### config.mk
export PLATFORM = sky130hd
export DESIGN_NAME = reg_file_param
export DESIGN_NICKNAME = d
export VERILOG_FILES = /design/src/rtl/reg_file_param.sv
export SDC_FILE = /design/constraint.sdc
export NUM_CORES = 1
export LEC_CHECK = 0
export BUFFER_PORTS_ARGS = -buffer_cell sky130_fd_sc_hd__buf_2
export CAP_MARGIN = 0
export CORE_MARGIN = 1
export CORE_UTILIZATION = 41
export DETAILED_ROUTE_END_ITERATION = 12
export HOLD_SLACK_MARGIN = 0.02
export SKIP_CTS_REPAIR_TIMING = 1
export SYNTH_ARGS = -nofsm -noshare
export SYNTH_HDL_FRONTEND = slang
export SYNTH_SLANG_ARGS = --single-unit
### constraint.sdc
create_clock -name clk -period 3.5 [get_ports clk]
set_clock_uncertainty 0.1 [all_clocks]
set_input_delay 0.35 -clock clk [delete_from_list [all_inputs] [get_ports clk]]
set_output_delay 0.35 -clock clk [all_outputs]
set_load 0.01 [all_outputs]
### src/rtl/reg_file_param.sv
// reg_file_param: parametrised register file with registered, write-first
// read ports and a per-register pending-write scoreboard.
// Optional build macro REG_FILE_ZERO_REG_EN: register 0 hardwired to zero
// (writes and reservations of address 0 are ignored).
module reg_file_param #(
  parameter int DATA_W = 32,
  parameter int ADDR_W = 4,
  parameter int NUM_RD = 2
) (
  input  logic                     clk,
  input  logic                     clr,
  input  logic                     we,
  input  logic [ADDR_W-1:0]        wr_addr,
  input  logic [DATA_W-1:0]        wr_data,
  input  logic [NUM_RD*ADDR_W-1:0] rd_addr,
  output logic [NUM_RD*DATA_W-1:0] rd_data,
  output logic [NUM_RD-1:0]        rd_busy,
  input  logic                     rsv_en,
  input  logic [ADDR_W-1:0]        rsv_addr,
  output logic [(2**ADDR_W)-1:0]   pend_vec
);

  localparam int unsigned DEPTH = 2**ADDR_W;

  logic [DATA_W-1:0]        r_mem [DEPTH];
  logic [DEPTH-1:0]         r_pend;
  logic [DEPTH-1:0]         w_pend_next;
  logic                     w_we_eff;
  logic                     w_rsv_eff;
  logic [NUM_RD*DATA_W-1:0] w_rd_data;
  logic [NUM_RD-1:0]        w_rd_busy;
  logic [NUM_RD*DATA_W-1:0] r_rd_data;
  logic [NUM_RD-1:0]        r_rd_busy;

  // Qualify write and reserve; with the zero register, address 0 is inert,
  // so its storage and pending bit never leave their reset value of 0.
  always_comb begin
`ifdef REG_FILE_ZERO_REG_EN
    w_we_eff  = we && (wr_addr != '0);
    w_rsv_eff = rsv_en && (rsv_addr != '0);
`else
    w_we_eff  = we;
    w_rsv_eff = rsv_en;
`endif
  end

  // Scoreboard next state: a reserve beats a same-cycle write (new producer wins).
  always_comb begin
    w_pend_next = r_pend;
    for (int unsigned n = 0; n < DEPTH; n++) begin
      if (w_rsv_eff && (rsv_addr == ADDR_W'(n)))
        w_pend_next[n] = 1'b1;
      else if (w_we_eff && (wr_addr == ADDR_W'(n)))
        w_pend_next[n] = 1'b0;
    end
  end

  // Write-first read: bypass wr_data on an address match; busy follows pend_next.
  always_comb begin
    w_rd_data = '0;
    w_rd_busy = '0;
    for (int unsigned i = 0; i < NUM_RD; i++) begin
      if (w_we_eff && (wr_addr == rd_addr[i*ADDR_W +: ADDR_W]))
        w_rd_data[i*DATA_W +: DATA_W] = wr_data;
      else
        w_rd_data[i*DATA_W +: DATA_W] = r_mem[rd_addr[i*ADDR_W +: ADDR_W]];
      w_rd_busy[i] = w_pend_next[rd_addr[i*ADDR_W +: ADDR_W]];
    end
  end

  // Register storage; clr clears every entry and dominates we.
  always_ff @(posedge clk) begin
    if (clr) begin
      for (int unsigned n = 0; n < DEPTH; n++)
        r_mem[n] <= '0;
    end else if (w_we_eff) begin
      r_mem[wr_addr] <= wr_data;
    end
  end

  // Pending bits and registered read outputs; clr discards all reservations.
  always_ff @(posedge clk) begin
    if (clr) begin
      r_pend    <= '0;
      r_rd_data <= '0;
      r_rd_busy <= '0;
    end else begin
      r_pend    <= w_pend_next;
      r_rd_data <= w_rd_data;
      r_rd_busy <= w_rd_busy;
    end
  end

  assign rd_data  = r_rd_data;
  assign rd_busy  = r_rd_busy;
  assign pend_vec = r_pend;

endmodule

Word-level counts from Yosys, hierarchy flattened:

Memories as Yosys holds them, arrays and structs flattened. A register that Yosys moved wholly into a read port is not among the register bits.
Index checks and enable logic that the tools add are counted.

* add/subtract/negate cells: 0
* multipliers: 0
* div/mod/pow operators: 0
* magnitude comparators: 2
* equality and inequality tests: 30
* shift-type cells: 0
* multiplexer cells: 44
* bitwise logic cells: 0
* reductions and logical operators: 35

Operators by type and width (number)
* 4-bit equality test, second input constant: 16
* 1-bit 2-to-1 mux: 40
* 4-bit by 3-bit equality test with 1-bit output, second input constant: 8
* 1-bit logical AND: 32
* 32-bit 2-to-1 mux: 1
* 32-bit OR reduction: 1
* 4-bit by 2-bit equality test with 1-bit output, second input constant: 4
* 4-bit by 5-bit less-than comparator with 1-bit output, second input constant: 2
* 1-bit binary-select mux with 4-bit select: 2
* 4-bit by 1-bit equality test with 1-bit output, second input constant: 2
* 4-bit zero test: 2
* 4-bit 2-to-1 mux: 1

* register bits: 18
* latch bits: 0
* RAM bits: 512
* ROM bits: 0
* bits of input ports: 52
* output and inout port bits: 82
* logic and storage cells: 114
* memories kept: 1

Memory list
* r_mem: words 16, bits a word 32, rd ports 2, clocked after memory_dff 2, wr ports 16, RTL line 25 `logic [DATA_W-1:0] r_mem [DEPTH];`

Logic depth before layout (Yosys ltp):

Gate-level depths: netlist of run 1.

* depth after elaboration: 6
* gate-level depth with buffers: 9
* mapped depth without buffers: 6

Worst setup path after synthesis of run 1:

Ideal clock, no wire load.

* path kind: input to register
* from: input port wr_addr[2]
* to: memory r_mem[1][0] (enable)
* setup time: 0.466 ns
* arrival time: 3.153 ns
* data required time: 2.934 ns
* path slack: -0.219 ns
* stages on the path: 3
* path buffers: 1
* path through: clkbuf_1 > or2_2 > o21ai_0

RTL lines
* from (decl): RTL line 13 `input logic [ADDR_W-1:0] wr_addr,`
* to (decl): RTL line 25

==> out/summary.log, run 1 <==
qor: setup_path.cp_max_fo 32
qor: setup_path.worst_ep_required_time 3.62 ns
qor: min_path.min_path_cells 3
qor: power_and_ir_drop.power_density 508 nW/um^2
qor: power_and_ir_drop.post-layout-total-power 17.4 mW
qor: clock_tree.clock_tree_from_tritoncts yes
qor: clock_tree.clock_path_buffers 3
qor: placement.placedInstanceArea 32000 sq um
qor: cells_and_area.finalNetCount 2017
qor: clock_tree.clock_latency 0.61 ns
qor: floorplan.core_ar 71700 sq um
qor: cells_and_area.post_layout_nonfiller_instances 2968
qor: sta.final_total_negative_setup_slack 0 ns
qor: sta.final_hold_violation_count 0
qor: cells_and_area.layout-area-overhead-vs-synth 14.7%
qor: setup_path.worstSetupEndpointType flop
qor: logic_synthesis.synthFlopType sky130_fd_sc_hd__edfxtp_1
qor: placement.portBuffers 133
qor: sta.worst_slew_pin_slew 0.887 ns
qor: logic_synthesis.synth_top_cell_area_share 51.5%
qor: routing.detail-route-antenna-nets 0
qor: clock_tree.cts_made_buffers 67
qor: routing.detailed_route_via_count 18500
qor: setup_path.rr_worst_depth 3
qor: logic_synthesis.ys_seq_elements 594
qor: clock_tree.worst_setup_hold_path_clk_slew 0.06 ns
qor: power_and_ir_drop.share_clk_of_total_power 40.4%
qor: power_and_ir_drop.intPower 13.2 mW
qor: clock_tree.clk_root_buffer_cell sky130_fd_sc_hd__clkbuf_16
qor: logic_synthesis.synthesis.nets 1910
qor: setup_path.timing.rr.start r_mem[15][19]
qor: logic_synthesis.synth_cell_types 46
qor: routing.average_wire_length_per_cell_after_detail_routing 31.4 um
qor: logic_synthesis.edff_count_synth 512
qor: setup_path.timing.setup.critical_path_class input port to flop
qor: sta.grt_setup_unrepaired no
qor: sta.final_min_period_over_clock_period 62.7%
qor: run_status.run_status completed
qor: floorplan.initial_utilization 41.6%
qor: clock_tree.htreeDepth 3
qor: logic_synthesis.syn_area_per_cell 16.1 sq um
qor: floorplan.ioPinCount 134
qor: placement.gp_congestion 0.882
qor: logic_synthesis.yosys.area.top_type sky130_fd_sc_hd__edfxtp_1
qor: logic_synthesis.synth.area.top_cells sky130_fd_sc_hd__edfxtp_1, sky130_fd_sc_hd__mux4_2, sky130_fd_sc_hd__and2_1
qor: grt.initial_antenna_violation_count 9
qor: placement.post-dp-hpwl 52300 um
qor: sta.maxSlewHeadroom 40.9%
qor: routing.drc_errors 0
qor: setup_path.critPathLaunchType input port
qor: routing.detailedRoute.firstIterationViolations 2442
qor: floorplan.die_height 272 um
qor: power_and_ir_drop.power_switching_share 24.0%
qor: power_and_ir_drop.p_seq_share 48.2%
qor: logic_synthesis.post-synth-top-count-cell sky130_fd_sc_hd__and2_1
qor: setup_path.critPathArrivalTime 2.32 ns
qor: routing.drtPass1Iterations 5
qor: sta.finalHoldWorstSlack 0.0668 ns
qor: logic_synthesis.synth_seq_area_share 57.0%
qor: logic_synthesis.netlist_instances 1858
qor: grt.grt_use_total 25.4%
qor: routing.vias_per_cell 6.22
qor: logic_synthesis.yosys-top-cells-count sky130_fd_sc_hd__and2_1, sky130_fd_sc_hd__edfxtp_1, sky130_fd_sc_hd__mux4_2, sky130_fd_sc_hd__clkbuf_1, sky130_fd_sc_hd__dfxtp_1
qor: grt.grt_overflow 0
qor: floorplan.die_width 272 um
qor: cells_and_area.fin_area 34200 sq um
qor: grt.first_global_vias 18800
qor: sta.drv_slew 0
qor: sta.maxClockFrequency 455 MHz
qor: min_path.hold-path-endpoint pend_vec[15]
qor: logic_synthesis.synthesis.area 29800 sq um
qor: grt.wire_length_of_the_first_global_routing_pass 134000 um
qor: placement.placed_cells 2846
qor: job.max_cap_viol_count 0
qor: min_path.hold_path.class input port to flop
qor: power_and_ir_drop.ir_drop 0.000366 V
qor: setup_path.critical_path.reg2reg.endpoint rd_data[19]
qor: logic_synthesis.fraction_of_synthesis_flops_using_an_asynchronous_set_or_reset_pin 0%
qor: clock_tree.cts_num_sinks 594
qor: cells_and_area.drive_above_1_share 33.2%
qor: power_and_ir_drop.power.net_switching 4.17 mW
qor: sta.setup_viol 0
qor: min_path.hold_path_startpoint rsv_addr[0]
qor: sta.post-route-min-period 2.20 ns
qor: logic_synthesis.yosys_synthesis_warning_count 0
qor: floorplan.row_count 98
qor: grt.grt_start_max_net_pins 59
qor: power_and_ir_drop.static-leakage-power 12.0 nW
qor: setup_path.regToRegSetupSlack 1.53 ns
qor: power_and_ir_drop.comb_power_share 11.4%
qor: floorplan.floorplan.die_area 73900 sq um
qor: routing.routed_wl 93100 um
-- state kept, by name, summed over array words and instances, names as in the netlist --
register and flops:
pend_vec 16, rd_busy 2, rd_data 64, r_mem 512
-- final cells by class --
class | count | area [sq um]
fillers | 6091 | 37500
flip-flops and latches | 594 | 17000
multi-input cells | 1080 | 12300
clock buffers | 95 | 1910
repair buffers | 218 | 1540
well taps | 950 | 1190
clock inverters | 26 | 265
inverters | 4 | 15.0
diodes | 1 | 2.50
-- critical path: stages --
cell and delay [ns]:
sky130_fd_sc_hd__buf_2 0.30, sky130_fd_sc_hd__nand3b_1 0.63, sky130_fd_sc_hd__o21ai_4 0.32, sky130_fd_sc_hd__buf_4 0.67
-- metal layers --
metal | track usage [%] | vias to the layer above | wire length, um
met1 | 35.8 | 9690 | 37100
met4 | 7.10 | 4 | 2210
met5 | 0 | - | 26
met2 | 40.2 | 1169 | 44000
li1 | - | 7439 | -
met3 | 4.92 | 171 | 9740
-- worst max-delay path by stage --
stage / start / to / slack, ns / cells past startpoint
floorplan: wr_addr[2] / r_mem[1][0] / -0.22 / 3
detailed placement: wr_addr[0] / r_mem[13][15] / 0.77 / 4
CTS: rd_addr[1] / rd_data[23] / 1.40 / 5
finish: wr_addr[0] / r_mem[13][13] / 1.30 / 4
global placement: wr_addr[0] / r_mem[9][15] / 0.80 / 4
global route: wr_addr[1] / r_mem[10][22] / 1.28 / 4
-- cell families after synthesis --
group                  count (synthesis)  synth area share [%]
multiplexers                         323                  24.3
AO/OA/AOI/OAI                        116                  2.96
flip-flops                           594                  57.0
AND/OR/NAND/NOR                      632                  12.8
XOR/XNOR                               9                 0.264
buffers and inverters                184                  2.74
-- through the flow --
step,util [%],worst slack (ns)
6_report,47.7,1.30
5_1_grt,47.7,1.28
4_1_cts,47.7,1.40
3_5_place_dp,44.7,0.770
3_3_place_gp,44.7,0.796
2_1_floorplan,-,-0.219
-- power groups by stage --
stage	Combinational (mW)	Sequential, mW	Clock [mW]
6_report	1.98	8.38	7.02
2_1_floorplan	1.24	8.48	0
4_1_cts	1.98	8.37	7.12
3_3_place_gp	1.96	8.49	0
3_5_place_dp	1.98	8.52	0
5_1_grt	2.08	8.42	7.35
-- layout by cell type (no fill, tap or decap), types with 3 or more instances in the layout --
cell type                   instances
sky130_fd_sc_hd__a21oi_1           11
sky130_fd_sc_hd__a22o_1            63
sky130_fd_sc_hd__a311oi_1           3
sky130_fd_sc_hd__a31oi_1            3
sky130_fd_sc_hd__and2_1           516
sky130_fd_sc_hd__and3_1             3
sky130_fd_sc_hd__buf_12            16
sky130_fd_sc_hd__buf_2            127
sky130_fd_sc_hd__buf_4             71
sky130_fd_sc_hd__bufinv_16          4
sky130_fd_sc_hd__clkbuf_1          19
sky130_fd_sc_hd__clkbuf_16         70
sky130_fd_sc_hd__clkbuf_8           6
sky130_fd_sc_hd__clkinv_1           8
sky130_fd_sc_hd__clkinv_2           7
sky130_fd_sc_hd__dfxtp_1           82
sky130_fd_sc_hd__edfxtp_1         512
sky130_fd_sc_hd__inv_1              4
sky130_fd_sc_hd__inv_6              3
sky130_fd_sc_hd__mux2i_1            3
sky130_fd_sc_hd__mux4_2           320
sky130_fd_sc_hd__nand2_1           26
sky130_fd_sc_hd__nand2_2            5
sky130_fd_sc_hd__nand2b_1           5
sky130_fd_sc_hd__nand3_1           10
sky130_fd_sc_hd__nand3b_1           4
sky130_fd_sc_hd__nand4_1            6
sky130_fd_sc_hd__nor2_1            19
sky130_fd_sc_hd__nor2_4            14
sky130_fd_sc_hd__nor2b_1            6
sky130_fd_sc_hd__nor3_2             4
sky130_fd_sc_hd__nor3b_1            3
sky130_fd_sc_hd__o21a_1             3
sky130_fd_sc_hd__o21ai_0            7
sky130_fd_sc_hd__o21ai_1            4
sky130_fd_sc_hd__o21ai_4           11
sky130_fd_sc_hd__xnor2_1            3
sky130_fd_sc_hd__xor2_1             6
Note: power is estimated with default switching activity, not from simulation.
==> inputs of run 2 (changes only) <==
--- a/config.mk
+++ b/config.mk
@@ -5,6 +5,7 @@
 export SDC_FILE = /design/constraint.sdc
 export NUM_CORES = 1
 export LEC_CHECK = 0
+export ABC_AREA = 1
 export BUFFER_PORTS_ARGS = -buffer_cell sky130_fd_sc_hd__buf_2
 export CAP_MARGIN = 0
 export CORE_MARGIN = 1
==> constraint.sdc (replaced) <==
create_clock -name clk -period 2.3 [get_ports clk]
set_clock_uncertainty 0.1 [all_clocks]
set_input_delay 0.23 -clock clk [delete_from_list [all_inputs] [get_ports clk]]
set_output_delay 0.23 -clock clk [all_outputs]
set_load 0.01 [all_outputs]
==> run 2 against run 1 <==
Effect of this change:
- clock-buffer cell count shrank 2
- core utilization shrank 0.47 points
- power grew 52%
- area after synthesis grew 5.5%
- die area grew 5.4%
- sequential power grew 50%
- final cell count grew 57%
- routed wire length grew 12%
==> out/summary.log, run 2 <==
qor: cells_and_area.n_fill_cell 7163 [was 6091]
qor: power_and_ir_drop.static-leakage-power 14.5 nW [was 12.0 nW]
qor: sta.final_total_negative_setup_slack 0 ns [unchanged]
qor: sta.final_min_period_over_clock_period 91.7%
qor: cells_and_area.fin_area 35900 sq um [was 34200 sq um]
qor: floorplan.die_height 279 um [was 272 um]
qor: clock_tree.clock_latency 0.61 ns [about the same]
qor: routing.routed_wl 104000 um [was 93100 um]
qor: logic_synthesis.synthesis.nets 3584 [was 1910]
qor: grt.grt_overflow 0 [unchanged]
qor: grt.wire_length_of_the_first_global_routing_pass 155000 um [was 134000 um]
qor: routing.detailedRoute.firstIterationViolations 2762 [was 2442]
qor: routing.drc_errors 0 [unchanged]
qor: floorplan.die_width 279 um [was 272 um]
qor: placement.post-dp-hpwl 61400 um [was 52300 um]
qor: cells_and_area.layout-area-overhead-vs-synth 14.0% [was 14.7%]
qor: cells_and_area.layout_common_cells sky130_fd_sc_hd__nor2_1, sky130_fd_sc_hd__edfxtp_1, sky130_fd_sc_hd__nand3_1, sky130_fd_sc_hd__inv_1, sky130_fd_sc_hd__nand2_1 [was sky130_fd_sc_hd__and2_1, sky130_fd_sc_hd__edfxtp_1, sky130_fd_sc_hd__mux4_2, sky130_fd_sc_hd__buf_2, sky130_fd_sc_hd__dfxtp_1]
qor: routing.drtPass1Iterations 6 [was 5]
qor: sta.worst_slew_pin_slew 0.754 ns [was 0.887 ns]
qor: placement.gp_congestion 0.911 [was 0.882]
qor: sta.final_hold_violation_count 0 [unchanged]
qor: logic_synthesis.yosys-top-cells-count sky130_fd_sc_hd__nor2_1, sky130_fd_sc_hd__edfxtp_1, sky130_fd_sc_hd__nand3_1, sky130_fd_sc_hd__inv_1, sky130_fd_sc_hd__nand2_1 [was sky130_fd_sc_hd__and2_1, sky130_fd_sc_hd__edfxtp_1, sky130_fd_sc_hd__mux4_2, sky130_fd_sc_hd__clkbuf_1, sky130_fd_sc_hd__dfxtp_1]
qor: logic_synthesis.synthesis.area 31500 sq um [was 29800 sq um]
qor: cells_and_area.finalNetCount 3629 [was 2017]
qor: logic_synthesis.synthFlopType sky130_fd_sc_hd__edfxtp_1 [unchanged]
qor: setup_path.worstSetupEndpointType flop [unchanged]
qor: logic_synthesis.synth.area.top_cells sky130_fd_sc_hd__edfxtp_1, sky130_fd_sc_hd__nand3_1, sky130_fd_sc_hd__o211ai_1 [was sky130_fd_sc_hd__edfxtp_1, sky130_fd_sc_hd__mux4_2, sky130_fd_sc_hd__and2_1]
qor: logic_synthesis.yosys_synthesis_warning_count 0 [unchanged]
qor: clock_tree.clk_root_buffer_cell sky130_fd_sc_hd__clkbuf_16 [unchanged]
qor: setup_path.critPathLaunch rsv_addr[3] [was wr_addr[0]]
qor: logic_synthesis.synth_top_cell_area_share 48.9% [was 51.5%]
qor: sta.setup_viol 0 [unchanged]
qor: sta.grt_setup_unrepaired no [unchanged]
qor: sta.maxClockFrequency 474 MHz
qor: grt.first_global_vias 24800 [was 18800]
qor: cells_and_area.register_area 17000 sq um [unchanged]
qor: floorplan.floorplan.die_area 77900 sq um [was 73900 sq um]
qor: logic_synthesis.yosys.area.top_type sky130_fd_sc_hd__edfxtp_1 [unchanged]
qor: cells_and_area.layout.cells.most_common sky130_fd_sc_hd__nor2_1 [was sky130_fd_sc_hd__and2_1]
qor: placement.placedInstanceArea 33300 sq um [was 32000 sq um]
qor: sta.drv_slew 0 [unchanged]
qor: setup_path.regToRegSetupSlack 0.85 ns [was 1.53 ns]
qor: logic_synthesis.synth_seq_area_share 54.1% [was 57.0%]
qor: logic_synthesis.edff_count_synth 512 [unchanged]
qor: logic_synthesis.fraction_of_synthesis_flops_using_an_asynchronous_set_or_reset_pin 0% [unchanged]
qor: logic_synthesis.netlist_instances 3532 [was 1858]
qor: cells_and_area.largest_reg_by_ff_count r_mem [unchanged]
qor: job.max_cap_viol_count 0 [unchanged]
qor: setup_path.critPathArrivalTime 2.55 ns [was 2.32 ns]
qor: clock_tree.htreeDepth 3 [unchanged]
qor: routing.average_wire_length_per_cell_after_detail_routing 22.4 um [was 31.4 um]
qor: grt.grt_start_max_net_pins 118 [was 59]
qor: logic_synthesis.ys_seq_elements 594 [unchanged]
qor: floorplan.row_count 101 [was 98]
qor: clock_tree.worst_setup_hold_path_clk_slew 0.06 ns [about the same]
qor: clock_tree.cts_made_buffers 69 [was 67]
qor: setup_path.critPathLaunchType input port [unchanged]
qor: power_and_ir_drop.power_density 737 nW/um^2 [was 508 nW/um^2]
qor: floorplan.core_ar 75900 sq um [was 71700 sq um]
qor: routing.detailed_route_via_count 26700 [was 18500]
qor: clock_tree.clock_tree_from_tritoncts yes [unchanged]
qor: setup_path.rr_worst_depth 6 [was 3]
qor: setup_path.critical_path.reg2reg.endpoint rd_busy[0] [was rd_data[19]]
qor: routing.detail-route-antenna-nets 0 [unchanged]
qor: cells_and_area.drive_above_1_share 12.6% [was 33.2%]
qor: cells_and_area.largest_reg_flops 512 [unchanged]
qor: setup_path.timing.rr.start pend_vec[14] [was r_mem[15][19]]
qor: routing.vias_per_cell 5.73 [was 6.22]
qor: setup_path.worst_ep_required_time 2.75 ns [was 3.62 ns]
qor: logic_synthesis.synth_cell_types 33 [was 46]
qor: sta.maxSlewHeadroom 49.8% [was 40.9%]
qor: sta.post-route-min-period 2.11 ns
qor: logic_synthesis.post-synth-top-count-cell sky130_fd_sc_hd__nor2_1 [was sky130_fd_sc_hd__and2_1]
qor: logic_synthesis.syn_area_per_cell 8.91 sq um [was 16.1 sq um]
qor: grt.grt_use_total 26.5% [was 25.4%]
qor: setup_path.timing.setup.critical_path_class input port to flop [unchanged]
qor: clock_tree.cts_num_sinks 594 [unchanged]
qor: power_and_ir_drop.ir_drop 0.000475 V [was 0.000366 V]
qor: min_path.hold_path.class input port to flop [unchanged]
qor: setup_path.critPathCapture pend_vec[0] [was r_mem[13][13]]
qor: clock_tree.clock_path_buffers 3 [unchanged]
qor: grt.initial_antenna_violation_count 3 [was 9]
qor: run_status.run_status completed [unchanged]
qor: setup_path.cp_max_fo 4 [was 32]
qor: floorplan.ioPinCount 134 [unchanged]
qor: placement.portBuffers 133 [unchanged]
qor: floorplan.initial_utilization 41.4% [was 41.6%]
qor: cells_and_area.multi_input_area 11500 sq um [was 12300 sq um]
==> run 2: metrics by stage <==
stage               worst slack, ns  cells  util, %  power [mW]  hold WS, ns
floorplan                    0.0899   3532        -        15.0        0.267
global placement              0.253   4494     43.9        16.1        0.400
detailed placement            0.297   4494     43.9        16.2        0.401
CTS                           0.674   4620     46.7        26.6       -0.241
global route                  0.173   4663     47.2        27.4        0.125
finish                        0.192   4665     47.2        26.5        0.103
==> run 2: layer usage <==
metal	global-route usage, %	part of all wire (%)
met2	43.3	47
met1	34.3	40
met3	4.12	7.6
met4	12.9	4.6
met5	0	0.015
==> run 2: worst min-delay path by stage <==
stage	depth (start not counted)	from	end	slack, ns
floorplan	2	wr_data[21]	rd_data[53]	0.27
global placement	3	wr_data[23]	rd_data[55]	0.40
detailed placement	3	wr_data[23]	rd_data[55]	0.40
CTS	3	wr_data[1]	rd_data[33]	-0.24
global route	4	we	pend_vec[4]	0.13
finish	4	we	pend_vec[4]	0.10
==> run 2: logic make-up after synthesis <==
kind of cell              count (synthesis)  synth area share, %
buffers and inverters                   698                 9.92
AOI/OAI and AO/OA                       860                 16.9
DFF                                     594                 54.1
and+or+nand+nor                        1378                 19.1
xor gates and xnor gates                  2               0.0557
==> run 2: critical path, stage by stage <==
cell,delay (ns)
sky130_fd_sc_hd__dlygate4sd3_1,0.53
sky130_fd_sc_hd__buf_2,0.13
sky130_fd_sc_hd__nor2_1,0.13
sky130_fd_sc_hd__dlygate4sd3_1,0.64
sky130_fd_sc_hd__nand3_1,0.15
sky130_fd_sc_hd__dlygate4sd3_1,0.59
sky130_fd_sc_hd__a21oi_1,0.14
==> run 2: where the power goes <==
group / switching (mW) / internal [mW]
Clock: 4.46 / 5.95
Sequential: 0.250 / 12.4
Combinational: 2.33 / 1.10
==> run 2: final cells by class <==
type                       instances  share of cell area, %
sequential                       594                   47.4
antenna                            3                 0.0209
clock buffer                      93                   5.21
tap                             1030                   3.59
inverter                         375                   3.98
clock inverter                    33                  0.649
timing repair buffer             297                   7.20
multi-input combinational       2240                   31.9
==> inputs of run 3 (changes only) <==
--- a/config.mk
+++ b/config.mk
@@ -7,11 +7,11 @@
 export LEC_CHECK = 0
 export ABC_AREA = 1
 export BUFFER_PORTS_ARGS = -buffer_cell sky130_fd_sc_hd__buf_2
-export CAP_MARGIN = 0
+export CAP_MARGIN = 15
 export CORE_MARGIN = 1
 export CORE_UTILIZATION = 41
 export DETAILED_ROUTE_END_ITERATION = 12
-export HOLD_SLACK_MARGIN = 0.02
+export HOLD_SLACK_MARGIN = 0.15
 export SKIP_CTS_REPAIR_TIMING = 1
 export SYNTH_ARGS = -nofsm -noshare
 export SYNTH_HDL_FRONTEND = slang
==> run 3 against run 2 <==
Effect of this change:
- critical path depth up 2
- via count grew 0.11%
- routed wire length grew 0.11%
- clock power barely moved
- sequential share of layout area fell by 0.066 points
==> out/summary.log, run 3 (same netlist as run 2, synthesis figures left out) <==
qor: placement.portBuffers 133 [unchanged]
qor: job.max_cap_viol_count 0 [unchanged]
qor: power_and_ir_drop.power_switching_share 26.6% [about the same]
qor: floorplan.die_width 279 um [unchanged]
qor: floorplan.core_ar 75900 sq um [unchanged]
qor: grt.grt_use_total 26.5% [unchanged]
qor: clock_tree.clock_latency 0.61 ns [about the same]
qor: setup_path.critPathArrivalTime 2.64 ns [was 2.55 ns]
qor: grt.grt_start_max_net_pins 118 [unchanged]
qor: sta.finalHoldWorstSlack 0.168 ns [was 0.103 ns]
qor: sta.setup_viol 0 [unchanged]
qor: clock_tree.worst_setup_hold_path_clk_slew 0.05 ns [was 0.06 ns]
qor: setup_path.timing.rr.start r_mem[11][27] [was pend_vec[14]]
qor: cells_and_area.n_fill_cell 7152 [was 7163]
qor: placement.placedInstanceArea 33300 sq um [unchanged]
qor: setup_path.critPathCapture rd_data[59] [was pend_vec[0]]
qor: floorplan.die_height 279 um [unchanged]
qor: power_and_ir_drop.share_clk_of_total_power 39.3% [about the same]
qor: cells_and_area.layout.cells.most_common sky130_fd_sc_hd__nor2_1 [unchanged]
qor: power_and_ir_drop.ir_drop 0.000483 V [was 0.000475 V]
qor: setup_path.timing.setup.critical_path_class input port to flop [unchanged]
qor: clock_tree.clk_root_buffer_cell sky130_fd_sc_hd__clkbuf_16 [unchanged]
qor: cells_and_area.largest_reg_flops 512 [unchanged]
qor: sta.smallest_setup_slack_after_layout 0.0670 ns [was 0.192 ns]
qor: routing.detailed_route_via_count 26800 [was 26700]
qor: grt.first_global_vias 24800 [unchanged]
qor: power_and_ir_drop.p_seq_share 47.6% [was 47.7%]
qor: grt.initial_antenna_violation_count 3 [unchanged]
qor: sta.maxSlewHeadroom 50.6% [was 49.8%]
qor: setup_path.critical_path.reg2reg.endpoint rd_data[59] [was rd_busy[0]]
qor: placement.gp_congestion 0.911 [unchanged]
qor: floorplan.floorplan.die_area 77900 sq um [unchanged]
qor: grt.wire_length_of_the_first_global_routing_pass 155000 um [unchanged]
qor: sta.worst_slew_pin_slew 0.741 ns [was 0.754 ns]
qor: clock_tree.clock_path_buffers 3 [unchanged]
qor: setup_path.regToRegSetupSlack 0.44 ns [was 0.85 ns]
qor: grt.grt_overflow 0 [unchanged]
qor: cells_and_area.finalNetCount 3634 [was 3629]
qor: placement.post-place-ws 0.297 ns [unchanged]
qor: power_and_ir_drop.static-leakage-power 14.6 nW [was 14.5 nW]
qor: routing.detail-route-antenna-nets 0 [unchanged]
qor: routing.routed_wl 104000 um [about the same]
qor: routing.average_wire_length_per_cell_after_detail_routing 22.4 um [about the same]
qor: power_and_ir_drop.power_density 737 nW/um^2 [about the same]
qor: cells_and_area.layout_common_cells sky130_fd_sc_hd__nor2_1, sky130_fd_sc_hd__edfxtp_1, sky130_fd_sc_hd__nand3_1, sky130_fd_sc_hd__inv_1, sky130_fd_sc_hd__nand2_1 [unchanged]
qor: sta.post-route-min-period 2.23 ns [was 2.11 ns]
qor: routing.drtPass1Iterations 5 [was 6]
qor: setup_path.worst_ep_required_time 2.71 ns [was 2.75 ns]
qor: setup_path.cp_max_fo 20 [was 4]
qor: floorplan.initial_utilization 41.4% [unchanged]
qor: power_and_ir_drop.power.net_switching 7.05 mW [about the same]
qor: cells_and_area.drive_above_1_share 12.6% [about the same]
qor: setup_path.rr_worst_depth 9 [was 6]
qor: cells_and_area.layout-area-overhead-vs-synth 14.2% [was 14.0%]
qor: clock_tree.clock_tree_from_tritoncts yes [unchanged]
qor: placement.post-dp-hpwl 61400 um [unchanged]
qor: sta.maxClockFrequency 448 MHz [was 474 MHz]
qor: cells_and_area.fin_area 35900 sq um [about the same]
qor: setup_path.critPathLaunchType input port [unchanged]
qor: clock_tree.htreeDepth 3 [unchanged]
qor: cells_and_area.largest_reg_by_ff_count r_mem [unchanged]
qor: setup_path.critPathLaunch we [was rsv_addr[3]]
qor: sta.final_min_period_over_clock_period 97.1% [was 91.7%]
qor: power_and_ir_drop.post-layout-total-power 26.5 mW [about the same]
qor: floorplan.row_count 101 [unchanged]
qor: power_and_ir_drop.intPower 19.4 mW [about the same]
qor: clock_tree.cts_num_sinks 594 [unchanged]
qor: sta.drv_slew 0 [unchanged]
qor: routing.drc_errors 0 [unchanged]
qor: routing.vias_per_cell 5.73 [about the same]
qor: cells_and_area.multi_input_area 11500 sq um [unchanged]
qor: clock_tree.cts_made_buffers 69 [unchanged]
qor: floorplan.ioPinCount 134 [unchanged]
qor: routing.detailedRoute.firstIterationViolations 2912 [was 2762]
qor: power_and_ir_drop.comb_power_share 13.0% [about the same]
qor: sta.final_hold_violation_count 0 [unchanged]
qor: run_status.run_status completed [unchanged]
qor: setup_path.worstSetupEndpointType flop [unchanged]
qor: min_path.hold_path.class input port to flop [unchanged]
qor: cells_and_area.register_area 17000 sq um [unchanged]
==> run 3: changes by cell type in the layout (fill, tap and decap cells not counted), sizes merged <==
cell / before / now
dlygate4sd3: 42 / 47
==> run 3: metrics by stage <==
stage / utilization [%] / cells / setup TNS (ns)
5_1_grt: 47.3 / 4668 / -0.0392
3_5_place_dp: 43.9 / 4494 / 0
3_3_place_gp: 43.9 / 4494 / 0
2_1_floorplan: - / 3532 / 0
4_1_cts: 46.7 / 4620 / 0
6_report: 47.3 / 4670 / 0
==> run 3: power by group through the flow <==
stage / combinational [mW] / clock (mW) / sequential (mW)
3_5_place_dp: 3.35 / 0 / 12.8
5_1_grt: 3.75 / 11.0 / 12.7
2_1_floorplan: 2.14 / 0 / 12.8
3_3_place_gp: 3.33 / 0 / 12.8
4_1_cts: 3.37 / 10.6 / 12.6
6_report: 3.45 / 10.4 / 12.6
==> run 3: area by class of cell <==
cell class | instances | area share, %
multi-input cells | 2240 | 31.9
repair buffers | 302 | 7.33
diodes | 3 | 0.0209
inverters | 375 | 3.97
well taps | 1030 | 3.59
clock buffers | 93 | 5.20
flip-flops and latches | 594 | 47.4
clock inverters | 33 | 0.648
==> run 3: layer usage <==
| metal | share of wire [%] | track usage [%] | vias up |
|---|---|---|---|
| met5 | 0.011 | 0 | - |
| met4 | 4.7 | 12.9 | 2 |
| met3 | 8.0 | 4.12 | 270 |
| met2 | 47 | 43.3 | 1368 |
| met1 | 40 | 34.3 | 12700 |
| li1 | - | - | 12400 |
==> run 3: worst min-delay path by stage <==
stage / from / to / slack [ns] / cells past startpoint
after global routing: wr_addr[3] / pend_vec[6] / 0.17 / 5
final: wr_addr[3] / pend_vec[15] / 0.17 / 4
after global placement: wr_data[23] / rd_data[55] / 0.40 / 3
after CTS: wr_data[1] / rd_data[33] / -0.24 / 3
after detailed placement: wr_data[23] / rd_data[55] / 0.40 / 3
after floorplan: wr_data[21] / rd_data[53] / 0.27 / 2
==> run 3: worst max-delay path, cell delays in order <==
cell and delay, ns:
sky130_fd_sc_hd__dlygate4sd3_1 0.53, sky130_fd_sc_hd__buf_2 0.22, sky130_fd_sc_hd__nand2_1 0.16, sky130_fd_sc_hd__a21oi_1 0.25, sky130_fd_sc_hd__nand4_4 0.15, sky130_fd_sc_hd__buf_4 0.30
sky130_fd_sc_hd__o211ai_2 0.18, sky130_fd_sc_hd__dlygate4sd3_1 0.56, sky130_fd_sc_hd__inv_1 0.04
